[src/rtl/sdram_pkg.sv]
// Shared SDRAM write-path definitions: command encodings {cs_n,ras_n,cas_n,we_n}
// and the burst-writer state enum.
package sdram_pkg;

  localparam logic [3:0] CMD_NOP        = 4'b0111;
  localparam logic [3:0] CMD_ACTIVE     = 4'b0011;
  localparam logic [3:0] CMD_WRITE      = 4'b0100;
  localparam logic [3:0] CMD_BURST_TERM = 4'b0110;
  localparam logic [3:0] CMD_PRECHARGE  = 4'b0010;

  // Address line that selects auto-precharge on WRITE and all-banks on PRECHARGE.
  localparam int A10_BIT = 10;

  typedef enum logic [3:0] {
    IDLE,
    ACT,
    TRCD_W,
    WRITE,
    DATA,
    TERM,
    PRE,
    TRP_W,
    END
  } wr_state_t;

endpackage

[src/rtl/sdram_wr_addr_gen.sv]
// Bank/row/column address counter for the burst writer. Each step advances the
// column; a column wrap carries into the row, and a row wrap carries into the bank.
module sdram_wr_addr_gen #(
  parameter int BANK_W = 2,
  parameter int ROW_W  = 13,
  parameter int COL_W  = 9
) (
  input  logic                            clk,
  input  logic                            rst_n,
  input  logic                            load,
  input  logic [BANK_W+ROW_W+COL_W-1:0]   load_addr,
  input  logic                            step,
  output logic [BANK_W-1:0]               bank,
  output logic [ROW_W-1:0]                row,
  output logic [COL_W-1:0]                col,
  output logic                            col_last
);

  assign col_last = &col;

  // NOTE: sequential state uses non-blocking assignments so every register
  // samples the pre-edge values of its neighbours; reset is synchronous here.
  always_ff @(posedge clk) begin
    if (!rst_n) begin
      bank <= '0;
      row  <= '0;
      col  <= '0;
    end else if (load) begin
      {bank, row, col} <= load_addr;
    end else if (step) begin
      col <= col + 1'b1;
      if (col_last) begin
        row <= row + 1'b1;
        if (&row) bank <= bank + 1'b1;
      end
    end
  end

endmodule

[src/rtl/sdram_burst_writer.sv]
// Full-page SDRAM burst writer: ACTIVE, WRITE + N data words, BURST_TERM, PRECHARGE.
// Define SDRAM_WR_PAGE_CROSS_EN to continue bursts across page ends onto the next row.
module sdram_burst_writer
  import sdram_pkg::*;
#(
  parameter int DATA_W = 16,
  parameter int BANK_W = 2,
  parameter int ROW_W  = 13,
  parameter int COL_W  = 9,
  parameter int TRCD   = 2,
  parameter int TRP    = 2
) (
  input  logic                          clk,
  input  logic                          rst_n,
  input  logic                          wr_en,
  input  logic [BANK_W+ROW_W+COL_W-1:0] wr_addr,
  input  logic [DATA_W-1:0]             wr_data,
  input  logic [COL_W:0]                wr_burst_len,
  output logic [3:0]                    wr_cmd,
  output logic [BANK_W-1:0]             wr_bank_addr,
  output logic [ROW_W-1:0]              wr_sdram_addr,
  output logic [DATA_W-1:0]             wr_sdram_data,
  output logic                          wr_sdram_en,
  output logic                          wr_ack,
  output logic                          wr_end
);

  // Wait-state exit values for a counter that starts at 0 on entry. The END cycle
  // is itself a NOP, so the finishing path spends one cycle fewer in TRP_W.
  localparam int TRCD_HOLD       = (TRCD > 2) ? TRCD - 2 : 0;
  localparam int TRP_RESUME_HOLD = (TRP  > 2) ? TRP  - 2 : 0;
  localparam int TRP_END_HOLD    = (TRP  > 3) ? TRP  - 3 : 0;

  wr_state_t           state, next_state;
  logic [7:0]          wait_cnt;
  logic [COL_W:0]      remaining;
  logic [BANK_W-1:0]   cur_bank;
  logic [ROW_W-1:0]    cur_row;
  logic [COL_W-1:0]    cur_col;
  logic                col_last;
  logic                last_word;
  logic                resume;
  logic                start;

  assign start     = (state == IDLE) && wr_en;
  assign last_word = (remaining == {{COL_W{1'b0}}, 1'b1});

`ifdef SDRAM_WR_PAGE_CROSS_EN
  assign resume = (remaining != '0);
`else
  assign resume = 1'b0;
`endif

  sdram_wr_addr_gen #(
    .BANK_W (BANK_W),
    .ROW_W  (ROW_W),
    .COL_W  (COL_W)
  ) u_addr_gen (
    .clk       (clk),
    .rst_n     (rst_n),
    .load      (start),
    .load_addr (wr_addr),
    .step      (wr_ack),
    .bank      (cur_bank),
    .row       (cur_row),
    .col       (cur_col),
    .col_last  (col_last)
  );

  always_ff @(posedge clk) begin
    if (!rst_n) state <= IDLE;
    else        state <= next_state;
  end

  always_ff @(posedge clk) begin
    if (!rst_n) begin
      wait_cnt  <= '0;
      remaining <= '0;
    end else begin
      if (next_state != state)                     wait_cnt <= '0;
      else if (state == TRCD_W || state == TRP_W)  wait_cnt <= wait_cnt + 8'd1;

      if (start)       remaining <= wr_burst_len;
      else if (wr_ack) remaining <= remaining - 1'b1;
    end
  end

  always_comb begin
    next_state = state;
    unique case (state)
      IDLE:        if (wr_en) next_state = (wr_burst_len == '0) ? END : ACT;
      ACT:         next_state = (TRCD > 1) ? TRCD_W : WRITE;
      TRCD_W:      if (wait_cnt == 8'(TRCD_HOLD)) next_state = WRITE;
      WRITE, DATA: next_state = (last_word || col_last) ? TERM : DATA;
      TERM:        next_state = PRE;
      PRE: begin
        if (resume) next_state = (TRP > 1) ? TRP_W : ACT;
        else        next_state = (TRP > 2) ? TRP_W : END;
      end
      TRP_W: begin
        if (resume && wait_cnt == 8'(TRP_RESUME_HOLD))    next_state = ACT;
        else if (!resume && wait_cnt == 8'(TRP_END_HOLD)) next_state = END;
      end
      END:         next_state = IDLE;
      default:     next_state = IDLE;
    endcase
  end

  // NOTE: every output takes a default before the case so no path infers a latch.
  always_comb begin
    wr_cmd        = CMD_NOP;
    wr_bank_addr  = '0;
    wr_sdram_addr = '0;
    wr_sdram_en   = 1'b0;
    wr_ack        = 1'b0;
    wr_end        = 1'b0;
    unique case (state)
      ACT: begin
        wr_cmd        = CMD_ACTIVE;
        wr_bank_addr  = cur_bank;
        wr_sdram_addr = cur_row;
      end
      WRITE: begin
        wr_cmd                 = CMD_WRITE;
        wr_bank_addr           = cur_bank;
        wr_sdram_addr          = ROW_W'(cur_col);
        wr_sdram_addr[A10_BIT] = 1'b0;
        wr_sdram_en            = 1'b1;
        wr_ack                 = 1'b1;
      end
      DATA: begin
        wr_sdram_en = 1'b1;
        wr_ack      = 1'b1;
      end
      TERM: wr_cmd = CMD_BURST_TERM;
      PRE: begin
        wr_cmd                 = CMD_PRECHARGE;
        wr_sdram_addr[A10_BIT] = 1'b1;
      end
      END:     wr_end = 1'b1;
      default: ;
    endcase
  end

  assign wr_sdram_data = wr_sdram_en ? wr_data : '0;

endmodule

[config.mk]
export PLATFORM = sky130hd
export DESIGN_NAME = sdram_burst_writer
export DESIGN_NICKNAME = d
export VERILOG_FILES = /design/src/rtl/sdram_pkg.sv /design/src/rtl/sdram_wr_addr_gen.sv /design/src/rtl/sdram_burst_writer.sv
export SDC_FILE = /design/constraint.sdc
export NUM_CORES = 1
export LEC_CHECK = 0
export BUFFER_PORTS_ARGS = -buffer_cell sky130_fd_sc_hd__clkbuf_2
export CAP_MARGIN = 20
export CORE_MARGIN = 10
export CORE_UTILIZATION = 47
export DETAILED_ROUTE_END_ITERATION = 16
export PLACE_DENSITY_LB_ADDON = 0.08
export SYNTH_ARGS = -nofsm -noshare
export SYNTH_HDL_FRONTEND = slang
export SYNTH_HIERARCHICAL = 1
export SYNTH_SLANG_ARGS = --single-unit
[constraint.sdc]
create_clock -name clk -period 2.2 [get_ports clk]
set_clock_uncertainty 0.05 [all_clocks]
set_input_delay 0.55 -clock clk [delete_from_list [all_inputs] [get_ports clk]]
set_output_delay 0.55 -clock clk [all_outputs]
set_load 0.01 [all_outputs]
==> metrics <==
status=finished with violations; failing checks=setup timing; DRC Markers=0; Area contributors post-synth=dfxtp_1, xnor2_1, and2_1, a21oi_1, o21ai_0; Slew Viols, Final=0; Top FF cell, synth=dfxtp_1; via/cell ratio=5.44; unrepaired setup endpoints after global routing=true; Startpoint Class=flip-flop; CTS tree=done; PwrDens=690 nW/um^2; worst hold-check path type=reg2reg; Hold Slack=448 ps; PortBufs=89; cell area after synthesis=3000 um^2; total global-route track usage=15.8%; Syn. warnings=6; relative slew slack=65.3%; final worst slack=-63.8 ps; grt ovf=0; Distinct cells, synth=60; Clock Root Buffer=clkbuf_8; via count=3,083; data required time of the worst path=1600 ps; Core Footprint=6280 um^2; starting density of the core=47.8%; leading area contributor after synthesis=dfxtp_1; worst-skew pair later-pin latency=300 ps; area grow syn2layout=39.1%; # IOs=91; Rows=29; maximum VDD drop=0.432 mV; Num CTS Buffers=5; first-pass GRT wire length=13.4 mm; Die ar.=9980 um^2; cell count after synthesis=364; critical path arrival=1660 ps; share of cells above drive strength 1=41.6%; slowest stage delay, CP=390 ps; #FFs+latches synth=46; width of the die=99.9 um; Routed Antenna Nets=0; WL final=9.04 mm; count leader, synth=dfxtp_1; Setup CP Type=reg2out; register area share after synthesis=30.7%; Post-synth top cells=dfxtp_1, a21oi_1, and2_1; CP most frequent cell=buf_6; initial antenna violation count=0; maximum fanout along the worst path=6; crit path cell chain=or3b_4 > a21oi_4 > buf_6 > and2_4 > buf_6; Routability Congestion=0.901; CTS clk-pin slew, worst paths=90 ps; setup TNS=-965 ps; Post-synth EDFFs=0; vias in the first global route=2,915; Async S/R FF share, synth=0%; largest net degree at the start of global routing=29; final hold violation count=0; Setup crit end kind=primary output; slew of the pin with the lowest slew margin=516 ps; hpwl dp=6.40 mm; nets=549; Leak=1.82 nW; Final Power=2.88 mW; drt wl/cell=16.0 um; die height=99.9 um; Final period util=103%; Clock Path Buffers=2; Pre-Repair DR Iteration Count=4; clk sinks=46; Post-Syn Nets=424; Synth top area share=30.7%; total of max-cap violations=0; Core Util, Final=66.5%; CP max stage cell=or3b_4; average size of a mapped cell=8.25 um^2; Inserted Diodes=0; Achievable Freq=0.442 GHz; final setup fails=20; CTS Hold Buffers Added=0; CTS H-Tree Depth=2; drt initial violations=119; Final min period=2260 ps
## where the power goes
group	internal [mW]	switching, mW	total [mW]	leakage, nW
registers	0.954	0.132	1.09	0.380
clock network	0.253	0.292	0.545	0.0472
logic	0.608	0.640	1.25	1.40
## per-layer routing
layer / routed length [um] / vias up / global-route usage [%]
li1: - / 1538 / -
met1: 3830 / 1430 / 18.7
met2: 4530 / 104 / 27.4
met3: 570 / 11 / 4.33
met4: 117 / 0 / 4.30
met5: 0 / - / 0
## area by class of cell
type,count,area (um^2)
multi-input cells,283,2040
repair inverters,1,7.51
clock buffers,6,82.6
flip-flops and latches,46,930
fillers,552,2100
repair buffers,138,943
well taps,77,96.3
inverters,14,60.1
clock inverters,2,12.5
## flip-flops by register name, summed over array words and instances, names as in the netlist
name,cells
remaining,10
u_addr_gen/col,9
u_addr_gen/bank,2
state,4
u_addr_gen/row,13
wait_cnt,8
## cells by family (layout without fill, tap and decap cells)
| group | Yosys count | count (layout) | share of synthesized area (%) |
|---|---|---|---|
| AOI/OAI and AO/OA | 99 | 99 | 22.0 |
| xor gates and xnor gates | 30 | 30 | 8.75 |
| adders and majority gates | 7 | 7 | 2.92 |
| buffers and inverters | 36 | 161 | 6.75 |
| DFF | 46 | 46 | 30.7 |
| muxes | 4 | 4 | 1.38 |
| other | 1 | 1 | 0.125 |
| and+or+nand+nor | 141 | 142 | 27.4 |
## critical path, delay by kind of cell (launching register included)
family                 cells  cell delay [ps]
buffers and inverters      2              260
AOI/OAI and AO/OA          1              230
DFF                        1              350
and+or+nand+nor            2              530
## worst paths after layout
kind	startpoint	end	slack [ps]	cells after the start
setup reg to reg	state[2]	u_addr_gen/row[12]	-10	8
hold / removal	remaining[3]	remaining[3]	450	2
hold reg to reg	remaining[3]	remaining[3]	450	2
setup / recovery	state[2]	wr_sdram_data[10]	-60	5
## timing repair
action / CTS / global route
gates cloned: 0 / 6
resized for setup: 4 / 93
hold endpoints to repair: 0 / 0
buffers inserted: 1 / 14
pin swaps: 1 / 30
endpoints found under the setup margin: 31 / 44
## cell usage in the layout, fill, tap and decap left out, drive strengths merged, types with 3 or more instances in the layout
master,synthesis,layout
xnor2,22,22
nand2,25,25
mux2i,3,3
nor2,23,23
nor3,11,11
ha,7,7
nor4,9,9
dfxtp,46,46
clkbuf,15,70
a211oi,10,10
a22oi,3,3
a22o,9,9
and2,31,32
nand2b,5,5
nand4,9,9
o21ai,30,30
or3,4,4
nand3,10,10
clkinvlp,0,4
inv,14,12
and3,3,3
xor2,8,8
a21oi,31,31
buf,6,74
a31oi,3,3
## through the flow
stage | area (um^2) | setup WS, ps | std cells
floorplan | 3040 | -55.9 | 364
global placement | 3680 | -55.2 | 539
detailed placement | 3680 | -156 | 539
CTS | 3800 | -72.5 | 548
global route | 4170 | -154 | 567
finish | 4170 | -63.8 | 567
No activity file was read; power rests on OpenSTA's default activity.
